--- src/rtl/ft_recovery_ctrl.sv ---
// Recovery controller for an N-core redundant cluster: latches faulty cores, resets them, runs a recovery window, retries on timeout.
// Latency: one cycle from error_i to the RESET/FATAL state; all outputs decode registered state, mask and counter.
// Backpressure: enable_i=0 freezes state, counters and mask; recovery_done_i is only observed in WAIT_DONE.
module ft_recovery_ctrl #(
  parameter int NUM_CORES       = 3,
  parameter int RESET_CYCLES    = 2,
  parameter int RECOVERY_CYCLES = 4,
  parameter int TIMEOUT_CYCLES  = 64,
  parameter int MAX_RETRIES     = 2,
  parameter int ERR_CNT_W       = 8
) (
  input  logic                 clk_i,
  input  logic                 rst_i,
  input  logic                 enable_i,
  input  logic [NUM_CORES-1:0] error_i,
  input  logic                 recovery_done_i,
  output logic [NUM_CORES-1:0] reset_cores_no,
  output logic                 recover_o,
  output logic                 recovering_o,
  output logic                 load_pc_o,
  output logic [NUM_CORES-1:0] faulty_mask_o,
  output logic                 fatal_o,
  output logic [ERR_CNT_W-1:0] err_count_o
);

  localparam int MAX_A  = (RESET_CYCLES > RECOVERY_CYCLES) ? RESET_CYCLES : RECOVERY_CYCLES;
  localparam int MAX_C  = (MAX_A > TIMEOUT_CYCLES) ? MAX_A : TIMEOUT_CYCLES;
  localparam int CNT_W  = $clog2(MAX_C) + 1;
  localparam int RTY_W  = $clog2(MAX_RETRIES + 1) + 1;

  typedef enum logic [2:0] {
    S_IDLE,
    S_RESET,
    S_RECOVERY,
    S_WAIT_DONE,
    S_FATAL
  } state_e;

  state_e               state_q, state_d;
  logic [CNT_W-1:0]     cnt_q, cnt_d;
  logic [RTY_W-1:0]     retry_q, retry_d;
  logic [NUM_CORES-1:0] mask_q, mask_d;
  logic [ERR_CNT_W-1:0] err_cnt_q, err_cnt_d;
  logic [NUM_CORES-1:0] merged_mask;
  logic                 new_maj;
  logic                 merged_maj;

  // More than half the cores faulty means the vote can no longer be trusted.
  function automatic logic is_majority(input logic [NUM_CORES-1:0] m);
    int n;
    n = 0;
    for (int i = 0; i < NUM_CORES; i++) begin
      n = n + 32'(m[i]);
    end
    return (n > NUM_CORES / 2);
  endfunction

  // Fresh errors and errors merged into the current event, with their majority flags.
  always_comb begin
    merged_mask = mask_q | error_i;
    new_maj     = is_majority(error_i);
    merged_maj  = is_majority(merged_mask);
  end

  // Next-state logic; late errors during recovery widen the mask and can force FATAL.
  always_comb begin
    state_d   = state_q;
    cnt_d     = cnt_q;
    retry_d   = retry_q;
    mask_d    = mask_q;
    err_cnt_d = err_cnt_q;
    if (enable_i) begin
      case (state_q)
        S_IDLE: begin
          if (|error_i) begin
            mask_d  = error_i;
            cnt_d   = '0;
            retry_d = '0;
            if (err_cnt_q != {ERR_CNT_W{1'b1}}) err_cnt_d = err_cnt_q + 1'b1;
            state_d = new_maj ? S_FATAL : S_RESET;
          end
        end
        S_RESET: begin
          mask_d = merged_mask;
          cnt_d  = cnt_q + 1'b1;
          if (merged_maj) begin
            state_d = S_FATAL;
          end else if (cnt_q == CNT_W'(RESET_CYCLES - 1)) begin
            state_d = S_RECOVERY;
            cnt_d   = '0;
          end
        end
        S_RECOVERY: begin
          mask_d = merged_mask;
          cnt_d  = cnt_q + 1'b1;
          if (merged_maj) begin
            state_d = S_FATAL;
          end else if (cnt_q == CNT_W'(RECOVERY_CYCLES - 1)) begin
            state_d = S_WAIT_DONE;
            cnt_d   = '0;
          end
        end
        S_WAIT_DONE: begin
          mask_d = merged_mask;
          cnt_d  = cnt_q + 1'b1;
          if (merged_maj) begin
            state_d = S_FATAL;
          end else if (recovery_done_i) begin
            state_d = S_IDLE;
            mask_d  = '0;
            retry_d = '0;
            cnt_d   = '0;
          end else if (cnt_q == CNT_W'(TIMEOUT_CYCLES - 1)) begin
            cnt_d = '0;
            if (retry_q < RTY_W'(MAX_RETRIES)) begin
              retry_d = retry_q + 1'b1;
              state_d = S_RESET;
            end else begin
              state_d = S_FATAL;
            end
          end
        end
        S_FATAL: begin
          state_d = S_FATAL;
        end
        default: begin
          state_d = S_IDLE;
        end
      endcase
    end
  end

  // State, counters and mask; reset aborts any recovery in progress.
  always_ff @(posedge clk_i or posedge rst_i) begin
    if (rst_i) begin
      state_q   <= S_IDLE;
      cnt_q     <= '0;
      retry_q   <= '0;
      mask_q    <= '0;
      err_cnt_q <= '0;
    end else begin
      state_q   <= state_d;
      cnt_q     <= cnt_d;
      retry_q   <= retry_d;
      mask_q    <= mask_d;
      err_cnt_q <= err_cnt_d;
    end
  end

  // Outputs decode registered state only, so no input reaches an output combinationally.
  always_comb begin
    reset_cores_no = '1;
    if (state_q == S_FATAL)      reset_cores_no = '0;
    else if (state_q == S_RESET) reset_cores_no = ~mask_q;
    recover_o     = (state_q == S_RECOVERY);
    recovering_o  = (state_q == S_RESET) || (state_q == S_RECOVERY) || (state_q == S_WAIT_DONE);
    load_pc_o     = (state_q == S_IDLE) || (state_q == S_RESET);
    faulty_mask_o = mask_q;
    fatal_o       = (state_q == S_FATAL);
    err_count_o   = err_cnt_q;
  end

endmodule
--- config.mk ---
export PLATFORM = sky130hd
export DESIGN_NAME = ft_recovery_ctrl
export DESIGN_NICKNAME = d
export VERILOG_FILES = /design/src/rtl/ft_recovery_ctrl.sv
export SDC_FILE = /design/constraint.sdc
export NUM_CORES = 1
export LEC_CHECK = 0
export BUFFER_PORTS_ARGS = -buffer_cell sky130_fd_sc_hd__buf_2
export CORE_MARGIN = 2
export CORE_UTILIZATION = 56
export DETAILED_ROUTE_END_ITERATION = 16
export PLACE_DENSITY_LB_ADDON = 0.1
export SETUP_SLACK_MARGIN = 0.1
export SYNTH_ARGS = -nofsm -noshare
export SYNTH_HDL_FRONTEND = slang
export SYNTH_SLANG_ARGS = --single-unit
--- constraint.sdc ---
create_clock -name clk_i -period 2.3 [get_ports clk_i]
set_input_delay 0.115 -clock clk_i [delete_from_list [all_inputs] [get_ports clk_i]]
set_output_delay 0.115 -clock clk_i [all_outputs]
set_load 0.1 [all_outputs]
== Word-level counts from Yosys, hierarchy flattened ==
Index checks and enable logic that the tools add are counted.
Storage, ports and cells
  flip-flop bits (word level): 24
  input bits: 7
  output and inout port bits: 18
  logic and storage cells: 78
Cells by class
  add/sub/neg operators: 7
  $lt $le $gt $ge: 3
  equal/unequal tests: 15
  mux-type cells: 32
  bitwise operators: 2
  reduce and logical (&&, ||, !) cells: 14
Operators by type and width (count)
  3-bit 2-to-1 mux: 20
  7-bit 2-to-1 mux: 8
  7-bit one-hot mux with 4 select lines: 1
  3-bit one-hot mux with 5 select lines: 1
  3-bit != test (second input constant): 3
  3-bit one-hot mux with 3 select lines: 1
  8-bit by 1-bit adder with 8-bit output (second input constant): 1
  8-bit != test (second input constant): 1
  7-bit by 1-bit adder with 7-bit output (second input constant): 1
  7-bit by 1-bit equality test with 1-bit output (second input constant): 1
  7-bit by 2-bit equality test with 1-bit output (second input constant): 1
  7-bit by 6-bit equality test with 1-bit output (second input constant): 1
  2-bit by 1-bit adder with 3-bit output: 2
  3-bit by 2-bit equality test with 1-bit output (second input constant): 2
  3-bit by 1-bit > comparator with 1-bit output (second input constant): 2
  3-bit one-hot mux with 2 select lines: 1
  3-bit AND reduction: 2
  6-bit AND reduction: 1
  5-bit AND reduction: 1
  1-bit by 1-bit adder with 2-bit output: 2
  2-bit != test (second input constant): 2
  4-bit != test (second input constant): 1
  4-bit AND reduction: 1
  4-bit nonzero test: 1
  other kinds (13): 15

== Depth between registers and ports, before layout ==
Gate-level depths: netlist of run 1.
  depth in word-level cells: 6
  gate-level depth with buffers: 7

== Worst setup path before layout of run 1 ==
OpenSTA, ideal clock, no wires.
  path type: register to register
  start: reg state_q[0]
  end: reg state_q[0]
  setup time: 0.125 ns
  arrival: 2.702 ns
  path slack: -0.527 ns
  cell stages (with the launch flop): 7
  cells stage by stage: dfrtp_1 buf_6 nor3b_2 o21ai_2 and2_4 o221ai_2 mux2_4
Between the ends
  word-level cells in the longest chain between the ends: 3
  elaborated cells between the ends (all ways): 11
  classes of those cells: 8 x eq/ne; 1 x mux; 2 x reduce/logical
Ends and longest elaborated chain
  from (decl): line 39  | state_e state_q, state_d;
  from (signal assigned): line 142  | state_q <= state_d;
  3-bit by 2-bit equality test with 1-bit output (*)
  named net recover_o: line 18  | output logic recover_o,
  3-bit by 1-bit != test with 1-bit output (no line)
  5-bit AND reduction (no line)
Mark *: on every way through the listed nets, which the timed path passes. The rest lies on a longest branch.
A chain may end at the register's enable or synchronous reset.

== Worst setup path in the final report of run 1 ==
  start: reg mask_q[0] (netlist: faulty_mask_o[0])
  end: reg retry_q[0]
Between the ends
  word-level cells in the longest chain between the ends: 6
Ends and longest elaborated chain
  from (decl): line 42  | logic [NUM_CORES-1:0] mask_q, mask_d;
  from (signal assigned): line 145  | mask_q <= mask_d;
  3-bit bitwise OR: line 60  | merged_mask = mask_q | error_i;
  1-bit by 1-bit adder with 2-bit output: line 53  | n = n + 32'(m[i]);
  2-bit by 1-bit adder with 3-bit output: line 53
  3-bit by 1-bit > comparator with 1-bit output: line 55  | return (n > NUM_CORES / 2);
  2-bit != test (no line)
  6-bit AND reduction (no line)
  to (signal assigned): line 144  | retry_q <= retry_d;
  to (decl): line 41  | logic [RTY_W-1:0] retry_q, retry_d;
No other way between the ends.

==> impl_results.md, run 1 <==
* Logic depth of the worst register-to-register path at 7
* Cells along the critical path: or2_4, ha_1, o21a_1, nor2_4, nand3_2, a221o_1, a22o_1
* Count of inserted antenna diode cells at 0
* Global placer's final weighted congestion at 0.985
* Seq/Total Area, Yosys at 37.9%
* Worst min path class: input pin to flip-flop
* Max-capacitance violation count at 0
* Final hold viol count at 0
* Number of design rule violations left after detail routing at 0
* Highest-count cells in the layout ignoring fill and taps: buf_2 (24), nand2_1 (20), dfrtp_1 (19)
* Post-DR wirelength/cell at 16.6 microns
* Fmax at 470 MHz
* Final setup violation count at 0
* Mux cell area share after synthesis at 2.29%
* Compound-cell area share of the yosys netlist at 19.7%
* Maximum clock insertion buffer count at 2
* Global-route congestion overflow total at 0
* Dominant synthesized flop cell: dfrtp_1
* Number of slew-limit violations in the final report at 0
* Share of cells above drive strength 1 at 31.7%
* HPWL Detailed at 2780 microns
* Count of buffers from port buffering at 24
* Start of the worst register-to-register path: faulty_mask_o[0]
* Area added between synthesis and finish at 19.2%
* Total wire length at 3860 microns
* Num CTS Buffers at 3
* Reg2Reg Setup Slack at 0.17 ns
* Largest net degree at the start of global routing at 20
* Simple-Gate Fraction of Synth Area at 26.7%
* Mapped cell area at 1580 sq um
* Die outline width at 57.2 microns
* Max stage delay cell, worst path: dfrtp_4
* Run status: completed
* Worst Hold End: state_q[1]
* Vias in the first global route at 1462
* Critical Path Sink Type: flip-flop
* Count of mapped cells out of synthesis at 169
* Min-delay src: enable_i
* Clock transition time at the flip-flop clock pins of the worst setup and hold paths at 0.15 ns
* Mean number of vias per cell at 6.28
* Final nets at 216
* Antenna violations before repair at 0
* Category of the most critical setup path: flip-flop to flip-flop
* Maximum clock skew at final layout at 0.0141 ns
* I/O pin total at 25
* Number of distinct standard cells referenced by the synthesized netlist at 54
* Cell row count at 19
* Most common cell after layout, fill and taps aside: buf_2
* Detailed-router iteration count before antenna repair at 4
* TritonCTS clock tree: done
* Critical Path Fanout Max at 6
* Count of flip-flops with a built-in enable after synthesis at 0
* Clock network latency to the later pin of the worst-skew pair at 0.33 ns
* GRT Resource Usage Total at 25.2%
* Initial core utilization at 58.4%
* Data arrival time at the worst-slack endpoint at 2.35 ns
* Required time of the critical path at 2.52 ns
* Number of sinks driven by the clock tree at 24
* Count of warnings emitted by yosys at 0
* DRT iter0 DRCs at 66
* Synthesized-area fraction occupied by adder cells at 4.74%
* Vias at 1463
* Y dimension of the die at 57.2 microns
* Area enclosed by the die boundary at 3270 sq um
* Worst slew margin at 52.3%
* Average size of a mapped cell at 9.37 sq um
* Final period util at 92.5%
* Hold path depth at 2
* Share of the synthesized netlist area taken by xor and xnor gates at 4.98%
* Wire length of the first global-routing pass at 6600 microns
* Endpoint of the lowest-slack register-to-register path: retry_q[0]
* Proportion of synthesized flip-flops having asynchronous set or reset at 100%
* ANT nets after route at 0
* Core area at 2710 sq um
* Post-Route Utilization at 69.6%
* Post-Synthesis Net Count at 182
* CTS H-tree lvls at 1
* Peak per-stage delay on the critical path at 0.52 ns
* Slew at the pin closest to its max-slew limit at 0.714 ns
* Clk root buf: clkbuf_4
* #FFs+latches synth at 24
* Main combinational cell family by area after synthesis: simple AND/OR/NAND/NOR gates
* Final critical-path required period at 2.13 ns
* RSZ-0062 raised after global routing: no
* Worst Setup Start Kind: flip-flop
area by class of cell:
type                    count  area [sq um]
multi-input cells         133           960
fillers                   214           823
flip-flops and latches     24           612
repair buffers             34           198
well taps                  31          38.8
clock inverters             1          30.0
inverters                   7          26.3
clock buffers               3          22.5
synthesized netlist by cell type, types with 4 or more instances:
cell type | number | area [sq um]
a21oi_1 | 13 | 65.1
inv_1 | 7 | 26.3
ha_1 | 6 | 75.1
nand4_1 | 5 | 31.3
nand3_1 | 5 | 25.0
xnor2_1 | 5 | 43.8
or2_2 | 5 | 31.3
nor2_1 | 8 | 30.0
nand2_1 | 20 | 75.1
o21ai_0 | 5 | 25.0
xor2_1 | 4 | 35.0
dfrtp_1 | 24 | 601
critical path: cells and delay by family, from the launching register on:
family / cells / cell delay (ns)
adders and majority gates: 1 / 0.29
DFF: 1 / 0.52
AOI/OAI and AO/OA: 3 / 0.68
and+or+nand+nor: 3 / 0.54
cells by family (layout without fill, tap and decap cells):
group                      after synthesis  in the layout
xor gates and xnor gates                 9              9
DFF                                     24             24
muxes                                    3              3
adders and majority gates                6              6
AOI/OAI and AO/OA                       42             42
buffers and inverters                   12             45
and+or+nand+nor                         73             73
metrics by stage:
| stage | worst slack [ns] | hold WS (ns) | std cells | setup TNS [ns] | cell area [sq um] |
|---|---|---|---|---|---|
| 6_report | 0.172 | 0.0487 | 233 | 0 | 1890 |
| 5_1_grt | 0.116 | 0.0369 | 233 | 0 | 1890 |
| 4_1_cts | 0.144 | 0.0457 | 232 | 0 | 1860 |
| 3_5_place_dp | 0.175 | 0.265 | 227 | 0 | 1800 |
| 3_3_place_gp | 0.252 | 0.263 | 227 | 0 | 1800 |
| 2_1_floorplan | -0.0431 | 0.130 | 169 | -0.0431 | 1610 |
timing repair:
action                     4_1_cts  5_1_grt
hold endpoints to repair        18        0
hold buffers                     1        0
setup endpoints to repair        0        9
buffers inserted                 0        1
gates resized for setup          0        5
layer usage:
layer	track usage (%)	vias up	part of all wire [%]
met1	32.0	715	43
met5	0	-	0
met2	42.9	53	51
met4	11.3	0	2.0
met3	3.40	10	4.8
li1	-	685	-
worst max path at each step:
| stage | start | end | slack [ns] |
|---|---|---|---|
| 6_report | faulty_mask_o[0] | retry_q[0] | 0.17 |
| 5_1_grt | faulty_mask_o[0] | retry_q[0] | 0.12 |
| 4_1_cts | faulty_mask_o[0] | retry_q[0] | 0.14 |
| 3_5_place_dp | faulty_mask_o[0] | retry_q[0] | 0.17 |
| 3_3_place_gp | faulty_mask_o[2] | retry_q[0] | 0.25 |
| 2_1_floorplan | state_q[0] | state_q[0] | -0.04 |
flip-flops by register name, indices dropped and copies added, names as in the netlist:
signal / count
err_count_o: 8
retry_q: 3
faulty_mask_o: 3
cnt_q: 7
state_q: 3
Power of run 1 is not shown: default switching activity piles up to over one toggle a cycle in this logic, so the estimate is an artifact.
==> run 2: changes to the inputs <==
- CELL_PAD_IN_SITES_DETAIL_PLACEMENT: not set -> 1
- CELL_PAD_IN_SITES_GLOBAL_PLACEMENT: not set -> 2
- CORE_ASPECT_RATIO: not set -> 0.6
- CORE_UTILIZATION: 56 -> 34
==> run 2 against run 1 <==
First-iteration DRC count down 18%. Design area up 3.8%. Utilization down 26 points. Final cell count up 15%. Critical path depth unchanged. Clock-buffer cell count up 1. Sequential share of layout area down 1.3 points. Clock skew down 0.0054 ns. Flip-flop and latch count unchanged. Register-to-register slack better by 0.02 ns. Global-route usage down 6.0 points. Wire length up 20%.
==> impl_results.md, run 2 (synthesized netlist as in run 1, its figures left out) <==
* Highest-count cells in the layout ignoring fill and taps: buf_2 (24), nand2_1 (20), dfrtp_1 (20)
* Wire length of the first global-routing pass at 7830 microns
* Vias at 1474
* Peak per-stage delay on the critical path at 0.50 ns
* Cells along the critical path: or2_4, ha_1, o21a_1, or2_2, a311oi_1, a41oi_1, o21ai_0
* CTS H-tree lvls at 1
* DRT iter0 DRCs at 54
* Count of inserted antenna diode cells at 0
* Required time of the critical path at 2.49 ns
* Share of cells above drive strength 1 at 33.0%
* Number of design rule violations left after detail routing at 0
* Final hold viol count at 0
* Clock network latency to the later pin of the worst-skew pair at 0.27 ns
* Largest delay share family, worst path: compound AO/OA/AOI/OAI gates
* Vias in the first global route at 1526
* Global placer's final weighted congestion at 0.872
* Data arrival time at the worst-slack endpoint at 2.29 ns
* Mean number of vias per cell at 5.48
* Worst slew margin at 49.8%
* Total wire length at 4650 microns
* Initial core utilization at 35.0%
* Run status: completed
* Category of the most critical setup path: flip-flop to flip-flop
* Critical Path Sink Type: flip-flop
* Worst Setup Start Kind: flip-flop
* Layout Cell Area excl Fill at 1960 sq um
* RSZ-0062 raised after global routing: yes
* Flip-flop count of the largest register after layout at 8
* Slew at the pin closest to its max-slew limit at 0.752 ns
* Fmax at 475 MHz
* GRT Resource Usage Total at 19.2%
* Final critical-path required period at 2.11 ns
* Final nets at 220
* Largest net degree at the start of global routing at 18
* Antenna violations before repair at 0
* Clock transition time at the flip-flop clock pins of the worst setup and hold paths at 0.09 ns
* HPWL Detailed at 3720 microns
* Maximum clock skew at final layout at 0.00875 ns
* Post-DR wirelength/cell at 17.3 microns
* Count of buffers from port buffering at 24
* TritonCTS clock tree: done
* Final period util at 91.6%
* Max-capacitance violation count at 0
* Critical Path Fanout Max at 4
* Final setup violation count at 0
* I/O pin total at 25
* Die outline width at 92.1 microns
* Worst min path class: input pin to flip-flop
* Cell area reported after detailed placement at 1880 sq um
* Number of setup buffers added after CTS at 0
* Area added between synthesis and finish at 23.8%
* Number of sinks driven by the clock tree at 24
* Maximum clock insertion buffer count at 2
* Global-route congestion overflow total at 0
* Buffers plus inverters on the worst setup path at 0
* Y dimension of the die at 56.9 microns
* Core area at 4520 sq um
* Clk root buf: clkbuf_8
* Detailed-router iteration count before antenna repair at 4
* Cell row count at 19
* Area enclosed by the die boundary at 5240 sq um
* Num CTS Buffers at 3
* Setup total negative slack at 0 ns
* Max stage delay cell, worst path: dfrtp_4
* Number of slew-limit violations in the final report at 0
* Most common cell after layout, fill and taps aside: buf_2
* ANT nets after route at 0
* Filler Cells Inserted at 542
## run 2: changes by cell type in the layout (fill, tap and decap cells not counted), sizes merged
cell | before | now
buf | 33 | 37
bufinv | 1 | 0
clkbuf | 3 | 4
## run 2: path summary, 6_finish.rpt
kind                                   from  cells past startpoint  slack, ns              to
setup / recovery           faulty_mask_o[0]                      7       0.19      state_q[1]
max in group asynchronous             rst_i                      4       1.22  err_count_o[5]
hold / removal                     enable_i                      2       0.12      state_q[1]
hold reg to reg              err_count_o[5]                      1       0.49  err_count_o[5]
setup reg to reg           faulty_mask_o[0]                      7       0.19      state_q[1]
min in group asynchronous             rst_i                      3       0.51      state_q[0]
## run 2: layer usage
layer  vias up  track usage (%)  share of wire (%)
met1       739             28.7                 53
met4         0             3.41               0.73
met5         -                0                  0
li1        700                -                  -
met3         4             3.62                3.8
met2        31             29.2                 43
## run 2: per-stage QoR
| step | util (%) | setup slack, ns | hold slack, ns | cells |
|---|---|---|---|---|
| final | 43.4 | 0.194 | 0.125 | 269 |
| after detailed placement | 41.5 | 0.175 | 0.260 | 264 |
| after floorplan | - | -0.0431 | 0.130 | 169 |
| after global placement | 41.5 | 0.209 | 0.275 | 264 |
| after global routing | 43.4 | 0.0874 | 0.140 | 269 |
| after CTS | 43.0 | 0.152 | 0.132 | 269 |
## run 2: cell type report
class                   instances  area [sq um]  area share, %
well taps                      63          78.8           4.02
multi-input cells             133           961           49.0
repair buffers                 38           228           11.6
inverters                       7          26.3           1.34
clock buffers                   4          55.1           2.81
flip-flops and latches         24           611           31.2
## run 2: what timing repair did
action / 4_1_cts / 5_1_grt
hold buffers: 1 / 0
resized for setup: 0 / 5
endpoints found under the setup margin: 0 / 12
hold endpoints to repair: 15 / 0
Power of run 2 is left out for the same reason.
